## config.mk

```make
export PLATFORM = sky130hd
export DESIGN_NAME = multicycle_ctrl_flat
export DESIGN_NICKNAME = d
export VERILOG_FILES = /design/src/rtl/multicycle_ctrl_if.sv /design/src/rtl/multicycle_ctrl.sv /design/src/flat_wrapper.sv
export SDC_FILE = /design/constraint.sdc
export NUM_CORES = 1
export LEC_CHECK = 0
export CAP_MARGIN = 20
export CORE_ASPECT_RATIO = 0.75
export CORE_MARGIN = 3
export CORE_UTILIZATION = 50
export CTS_CLUSTER_DIAMETER = 50
export DETAILED_ROUTE_END_ITERATION = 10
export GPL_ROUTABILITY_DRIVEN = 0
export PLACE_DENSITY_LB_ADDON = 0.08
export SYNTH_ARGS = -nofsm -noshare
export SYNTH_HDL_FRONTEND = slang
export SYNTH_SLANG_ARGS = --single-unit
```

## constraint.sdc

```tcl
create_clock -name clk -period 5.5 [get_ports clk]
set_input_delay 1.1 -clock clk [delete_from_list [all_inputs] [get_ports clk]]
set_output_delay 1.1 -clock clk [all_outputs]
set_load 0.02 [all_outputs]
```

## src/rtl/multicycle_ctrl_if.sv

```systemverilog
// rtl/multicycle_ctrl_if.sv - control/memory-handshake bundle between the multicycle FSM and its datapath
interface multicycle_ctrl_if #(
  parameter int CNT_W = 32
);
  logic [5:0]       op;
  logic             mem_ready;
  logic             mem_req;
  logic             i_or_d;
  logic             ir_write;
  logic             pc_write;
  logic             branch;
  logic [1:0]       pc_src;
  logic             alu_srcA;
  logic [1:0]       alu_srcB;
  logic [1:0]       alu_op;
  logic             reg_dst;
  logic             mem_to_reg;
  logic             reg_write;
  logic             mem_write;
  logic             illegal;
  logic [CNT_W-1:0] cycle_cnt;
  logic [CNT_W-1:0] instret_cnt;

  modport master (
    input  op, mem_ready,
    output mem_req, i_or_d, ir_write, pc_write, branch, pc_src, alu_srcA, alu_srcB,
           alu_op, reg_dst, mem_to_reg, reg_write, mem_write, illegal, cycle_cnt, instret_cnt
  );

  modport slave (
    output op, mem_ready,
    input  mem_req, i_or_d, ir_write, pc_write, branch, pc_src, alu_srcA, alu_srcB,
           alu_op, reg_dst, mem_to_reg, reg_write, mem_write, illegal, cycle_cnt, instret_cnt
  );
endinterface

```

## src/rtl/multicycle_ctrl.sv

```systemverilog
// rtl/multicycle_ctrl.sv - multicycle CPU main FSM with memory wait states and cycle/instret counters
module multicycle_ctrl #(
  parameter int CNT_W = 32
) (
  input  logic             clk,
  input  logic             reset,
  multicycle_ctrl_if.master bus
);
  localparam logic [5:0] OP_RTYPE = 6'h00;
  localparam logic [5:0] OP_J     = 6'h02;
  localparam logic [5:0] OP_BEQ   = 6'h04;
  localparam logic [5:0] OP_ADDI  = 6'h08;
  localparam logic [5:0] OP_LW    = 6'h23;
  localparam logic [5:0] OP_SW    = 6'h2b;

  typedef enum logic [3:0] {
    S_FETCH, S_DECODE, S_MEMADR, S_MEMRD, S_MEMWB, S_MEMWR,
    S_EXECUTE, S_ALUWB, S_BRANCH, S_ADDIEX, S_ADDIWB, S_JUMP
  } state_t;

  state_t           state_q, state_d;
  logic             retire;
  logic [CNT_W-1:0] cycle_q, instret_q;

  logic       mem_req, i_or_d, ir_write, pc_write, branch;
  logic [1:0] pc_src, alu_srcB, alu_op;
  logic       alu_srcA, reg_dst, mem_to_reg, reg_write, mem_write, illegal;

  always_ff @(posedge clk) begin
    if (reset) begin
      state_q   <= S_FETCH;
      cycle_q   <= '0;
      instret_q <= '0;
    end else begin
      state_q <= state_d;
      cycle_q <= cycle_q + 1'b1;
      if (retire) instret_q <= instret_q + 1'b1;
    end
  end

  always_comb begin
    state_d = S_FETCH;
    retire  = 1'b0;
    case (state_q)
      S_FETCH:   state_d = bus.mem_ready ? S_DECODE : S_FETCH;
      S_DECODE: begin
        case (bus.op)
          OP_LW, OP_SW: state_d = S_MEMADR;
          OP_RTYPE:     state_d = S_EXECUTE;
          OP_BEQ:       state_d = S_BRANCH;
          OP_ADDI:      state_d = S_ADDIEX;
          OP_J:         state_d = S_JUMP;
          default:      state_d = S_FETCH;
        endcase
      end
      S_MEMADR:  state_d = (bus.op == OP_SW) ? S_MEMWR : S_MEMRD;
      S_MEMRD:   state_d = bus.mem_ready ? S_MEMWB : S_MEMRD;
      S_MEMWR: begin
        state_d = bus.mem_ready ? S_FETCH : S_MEMWR;
        retire  = bus.mem_ready;
      end
      S_EXECUTE: state_d = S_ALUWB;
      S_ADDIEX:  state_d = S_ADDIWB;
      S_MEMWB, S_ALUWB, S_BRANCH, S_ADDIWB, S_JUMP: begin
        state_d = S_FETCH;
        retire  = 1'b1;
      end
      default:   state_d = S_FETCH;
    endcase
  end

  // Reset overrides every state so no enable can fire in a reset cycle.
  always_comb begin
    mem_req    = 1'b0;
    i_or_d     = 1'b0;
    ir_write   = 1'b0;
    pc_write   = 1'b0;
    branch     = 1'b0;
    pc_src     = 2'b00;
    alu_srcA   = 1'b0;
    alu_srcB   = 2'b00;
    alu_op     = 2'b00;
    reg_dst    = 1'b0;
    mem_to_reg = 1'b0;
    reg_write  = 1'b0;
    mem_write  = 1'b0;
    illegal    = 1'b0;
    if (!reset) begin
      case (state_q)
        S_FETCH: begin
          mem_req  = 1'b1;
          alu_srcB = 2'b01;
          ir_write = bus.mem_ready;
          pc_write = bus.mem_ready;
        end
        S_DECODE: begin
          alu_srcB = 2'b11;
          illegal  = !(bus.op inside {OP_RTYPE, OP_J, OP_BEQ, OP_ADDI, OP_LW, OP_SW});
        end
        S_MEMADR, S_ADDIEX: begin
          alu_srcA = 1'b1;
          alu_srcB = 2'b10;
        end
        S_MEMRD: begin
          mem_req = 1'b1;
          i_or_d  = 1'b1;
        end
        S_MEMWB: begin
          mem_to_reg = 1'b1;
          reg_write  = 1'b1;
        end
        S_MEMWR: begin
          mem_req   = 1'b1;
          i_or_d    = 1'b1;
          mem_write = bus.mem_ready;
        end
        S_EXECUTE: begin
          alu_srcA = 1'b1;
          alu_op   = 2'b10;
        end
        S_ALUWB: begin
          reg_dst   = 1'b1;
          reg_write = 1'b1;
        end
        S_BRANCH: begin
          alu_srcA = 1'b1;
          alu_op   = 2'b01;
          pc_src   = 2'b01;
          branch   = 1'b1;
        end
        S_ADDIWB:  reg_write = 1'b1;
        S_JUMP: begin
          pc_src   = 2'b10;
          pc_write = 1'b1;
        end
        default: ;
      endcase
    end
  end

  assign bus.mem_req     = mem_req;
  assign bus.i_or_d      = i_or_d;
  assign bus.ir_write    = ir_write;
  assign bus.pc_write    = pc_write;
  assign bus.branch      = branch;
  assign bus.pc_src      = pc_src;
  assign bus.alu_srcA    = alu_srcA;
  assign bus.alu_srcB    = alu_srcB;
  assign bus.alu_op      = alu_op;
  assign bus.reg_dst     = reg_dst;
  assign bus.mem_to_reg  = mem_to_reg;
  assign bus.reg_write   = reg_write;
  assign bus.mem_write   = mem_write;
  assign bus.illegal     = illegal;
  assign bus.cycle_cnt   = cycle_q;
  assign bus.instret_cnt = instret_q;
endmodule

```

## src/flat_wrapper.sv

```systemverilog
// flat-port wrapper written by rule: the top's interface ports become plain ports
module multicycle_ctrl_flat 
#(
  parameter int CNT_W = 32
)
  (clk, reset, bus_op, bus_mem_ready, bus_mem_req, bus_i_or_d, bus_ir_write, bus_pc_write, bus_branch, bus_pc_src, bus_alu_srcA, bus_alu_srcB, bus_alu_op, bus_reg_dst, bus_mem_to_reg, bus_reg_write, bus_mem_write, bus_illegal, bus_cycle_cnt, bus_instret_cnt);
  multicycle_ctrl_if #(.CNT_W(CNT_W)) bus_i ();
  input  logic clk;
  input  logic reset;
  input wire logic [$bits(bus_i.op)-1:0] bus_op;
  input wire logic [$bits(bus_i.mem_ready)-1:0] bus_mem_ready;
  output wire logic [$bits(bus_i.mem_req)-1:0] bus_mem_req;
  output wire logic [$bits(bus_i.i_or_d)-1:0] bus_i_or_d;
  output wire logic [$bits(bus_i.ir_write)-1:0] bus_ir_write;
  output wire logic [$bits(bus_i.pc_write)-1:0] bus_pc_write;
  output wire logic [$bits(bus_i.branch)-1:0] bus_branch;
  output wire logic [$bits(bus_i.pc_src)-1:0] bus_pc_src;
  output wire logic [$bits(bus_i.alu_srcA)-1:0] bus_alu_srcA;
  output wire logic [$bits(bus_i.alu_srcB)-1:0] bus_alu_srcB;
  output wire logic [$bits(bus_i.alu_op)-1:0] bus_alu_op;
  output wire logic [$bits(bus_i.reg_dst)-1:0] bus_reg_dst;
  output wire logic [$bits(bus_i.mem_to_reg)-1:0] bus_mem_to_reg;
  output wire logic [$bits(bus_i.reg_write)-1:0] bus_reg_write;
  output wire logic [$bits(bus_i.mem_write)-1:0] bus_mem_write;
  output wire logic [$bits(bus_i.illegal)-1:0] bus_illegal;
  output wire logic [$bits(bus_i.cycle_cnt)-1:0] bus_cycle_cnt;
  output wire logic [$bits(bus_i.instret_cnt)-1:0] bus_instret_cnt;
  assign bus_i.op = bus_op;
  assign bus_i.mem_ready = bus_mem_ready;
  assign bus_mem_req = bus_i.mem_req;
  assign bus_i_or_d = bus_i.i_or_d;
  assign bus_ir_write = bus_i.ir_write;
  assign bus_pc_write = bus_i.pc_write;
  assign bus_branch = bus_i.branch;
  assign bus_pc_src = bus_i.pc_src;
  assign bus_alu_srcA = bus_i.alu_srcA;
  assign bus_alu_srcB = bus_i.alu_srcB;
  assign bus_alu_op = bus_i.alu_op;
  assign bus_reg_dst = bus_i.reg_dst;
  assign bus_mem_to_reg = bus_i.mem_to_reg;
  assign bus_reg_write = bus_i.reg_write;
  assign bus_mem_write = bus_i.mem_write;
  assign bus_illegal = bus_i.illegal;
  assign bus_cycle_cnt = bus_i.cycle_cnt;
  assign bus_instret_cnt = bus_i.instret_cnt;
  multicycle_ctrl #(.CNT_W(CNT_W)) u_core (.clk(clk), .reset(reset), .bus(bus_i));
endmodule
```

==> summary.md <==
| Metric | Value |
|---|---|
| Routed WL | 8440 um |
| FP Rows | 25 |
| Leakage | 1.54 nW |
| Max-cap violations | 0 |
| R2R Path Start | u_core.state_q[1] |
| Number of enable flip-flop cells after synthesis | 0 |
| Worst-path clk slew | 0.09 ns |
| Library cells used by synthesis | 46 |
| Vias | 3368 |
| Skew final | 0.0159 ns |
| Drt wl/cell | 14.2 um |
| Clock root buffer | clkbuf_8 |
| Die width | 102 um |
| Pwr per Cell Area | 238 nW/um^2 |
| Place WS | 1.51 ns |
| Commonest non-fill, non-tap cell in the layout | clkdlybuf4s50_1 |
| CP endpoint kind | output pin |
| DR pass1 iterations | 4 |
| Vias in the first global route | 3050 |
| Synth warn | 0 |
| Starting Density | 53.2% |
| Hold depth | 2 |
| Layer with the highest usage | met2 |
| Peak VDD IR | 0.110 mV |
| Clk sinks | 68 |
| GR Layer Usage met2 | 33.3% |
| Area delta synth->final | 34.1% |
| Worst R2R Setup Slack | 2.98 ns |
| CTS tree | yes |
| Crit-path max FO | 6 |
| Remaining global-route overflow | 0 |
| HP Class | reg -> reg |
| Kind of start point of the critical path | input port |
| Post-DRT Antenna Nets | 0 |
| CTS Buf Count | 9 |
| DP HPWL | 5900 um |
| Placed insts | 580 |
| Main synth FF type | dfxtp_1 |
| R2R cell count | 6 |
| Post-layout nets | 521 |
| GRT met3 Usage | 7.02% |
| Status | complete, no violations |
| H-tree depth | 3 |
| # hold bufs at CTS | 0 |
| Hold Crit Endpoint | u_core.bus.instret_cnt[31] |
| PnR Total Power | 1.10 mW |
| Setup Fix Bufs, Post-CTS | 0 |
| HP Start | u_core.bus.instret_cnt[31] |
| Die area | 7960 sq um |
| Final max-slew violation count | 0 |
| Req. time, crit path | 4.40 ns |
| Max_slew headroom | 60.4% |
| # IOs | 90 |
| Syn Nets | 440 |
| Final hold viol count | 0 |
| Worst Path Arrival | 2.90 ns |
| PostCTS Resize Cnt | 0 |
| Worst r2r dst | u_core.bus.instret_cnt[28] |
| Syn Area/Cell | 8.06 sq um |
| RSZ-0062 raised after global routing | no |
| Setup violators final | 0 |
| Met1 usage | 30.2% |
| CORE AREA | 6510 sq um |
| Longest Clk Path Bufs | 2 |
| Async SR Flop Fraction | 0% |
| Tightest Pin Transition | 0.593 ns |
| Post-synthesis cell count | 429 |
| Diode count | 0 |
| Minimum clock period | 4.00 ns |
| Synth Register Bits | 68 |
| Worst skew pair latency | 0.34 ns |
| Initial antenna violation count | 0 |
| Final period utilization | 72.7% |
| Die Span Y | 78.0 um |
| Setup tns final | 0 ns |
| Share of cells above drive strength 1 | 5.05% |
| Most frequent cells in the layout | 88 x clkdlybuf4s50_1, 68 x dfxtp_1, 62 x nor2_1 |
| Fraction of the yosys area taken by sequential cells | 39.3% |
| Largest net degree at the start of global routing | 47 |
| Drc violations | 0 |
| DRT iter0 DRCs | 89 |
| Layout Cells excl Fill | 596 |
| Hold_ws | 0.497 ns |
| Gr usage total | 21.9% |
| Max Fclk | 0.250 GHz |
| IO Port Bufs | 89 |
| Crit path kind | in -> out |
| First-pass GRT wire length | 14200 um |
| Final Worst Setup Slack | 1.50 ns |
| Via density | 5.65 |
| Mapped cell area | 3460 sq um |
[sequential cells by signal, indices dropped and copies added (netlist names)]
register / flops
u_core.bus.cycle_cnt: 32
u_core.bus.instret_cnt: 32
u_core.state_q: 4
[kinds of logic after synthesis]
group,count (synthesis),share of synthesized area [%]
compound gates,60,9.95
buf+inv,33,4.05
xor+xnor,44,11.1
simple gates,217,33.2
flops,68,39.3
mux,4,1.30
fa+ha+maj,3,1.01
[layer usage]
| metal | vias to the layer above | part of all wire, % |
|---|---|---|
| met1 | 1605 | 48 |
| li1 | 1674 | - |
| met5 | - | 0 |
| met2 | 87 | 46 |
| met4 | 0 | 0.33 |
| met3 | 2 | 5.7 |
[final cells by class]
class	instances	area, sq um
sequential	68	1360
clock buffer	9	124
clock inverter	7	146
timing repair buffer	92	908
multi-input combinational	328	1960
fill	534	1870
inverter	11	41.3
tap	81	101
[cells in the mapped netlist, drive strengths merged, types with 11 or more instances]
| cell | instances | area [sq um] |
|---|---|---|
| xor2 | 18 | 158 |
| o21ai | 25 | 125 |
| nand3 | 22 | 110 |
| dfxtp | 68 | 1360 |
| xnor2 | 26 | 228 |
| nor2 | 62 | 233 |
| or3 | 15 | 93.8 |
| nand4 | 14 | 93.8 |
| nor3 | 13 | 65.1 |
| a21oi | 22 | 110 |
| clkbuf | 17 | 63.8 |
| nor4 | 15 | 93.8 |
| inv | 11 | 41.3 |
| nand2 | 26 | 97.6 |
[critical path, cell delays in order]
cell and delay [ns]:
clkdlybuf4s50_1 0.53, maj3_1 0.38, nor3_1 0.13, a21oi_1 0.06
o21a_1 0.16, clkdlybuf4s50_1 0.53
[how the worst max path moves through the flow]
stage	from	slack [ns]	end	depth (start not counted)
3_5_place_dp	bus_op[3]	1.51	bus_illegal	6
2_1_floorplan	reset	1.91	bus_pc_src[0]	4
4_1_cts	bus_op[3]	1.50	bus_illegal	6
5_1_grt	bus_op[3]	1.45	bus_illegal	6
6_report	bus_op[3]	1.50	bus_illegal	6
3_3_place_gp	bus_op[3]	1.55	bus_illegal	6
[power breakdown]
group | internal [mW] | switching (mW)
Sequential | 0.494 | 0.00525
Clock | 0.350 | 0.202
Combinational | 0.0217 | 0.0295
[per-stage QoR]
stage               utilization (%)  cell area (sq um)
floorplan                         -               3460
global placement               67.2               4370
detailed placement             67.2               4370
CTS                            71.3               4640
global route                   71.3               4640
finish                         71.3               4640
(Power assumes the default switching activity.)
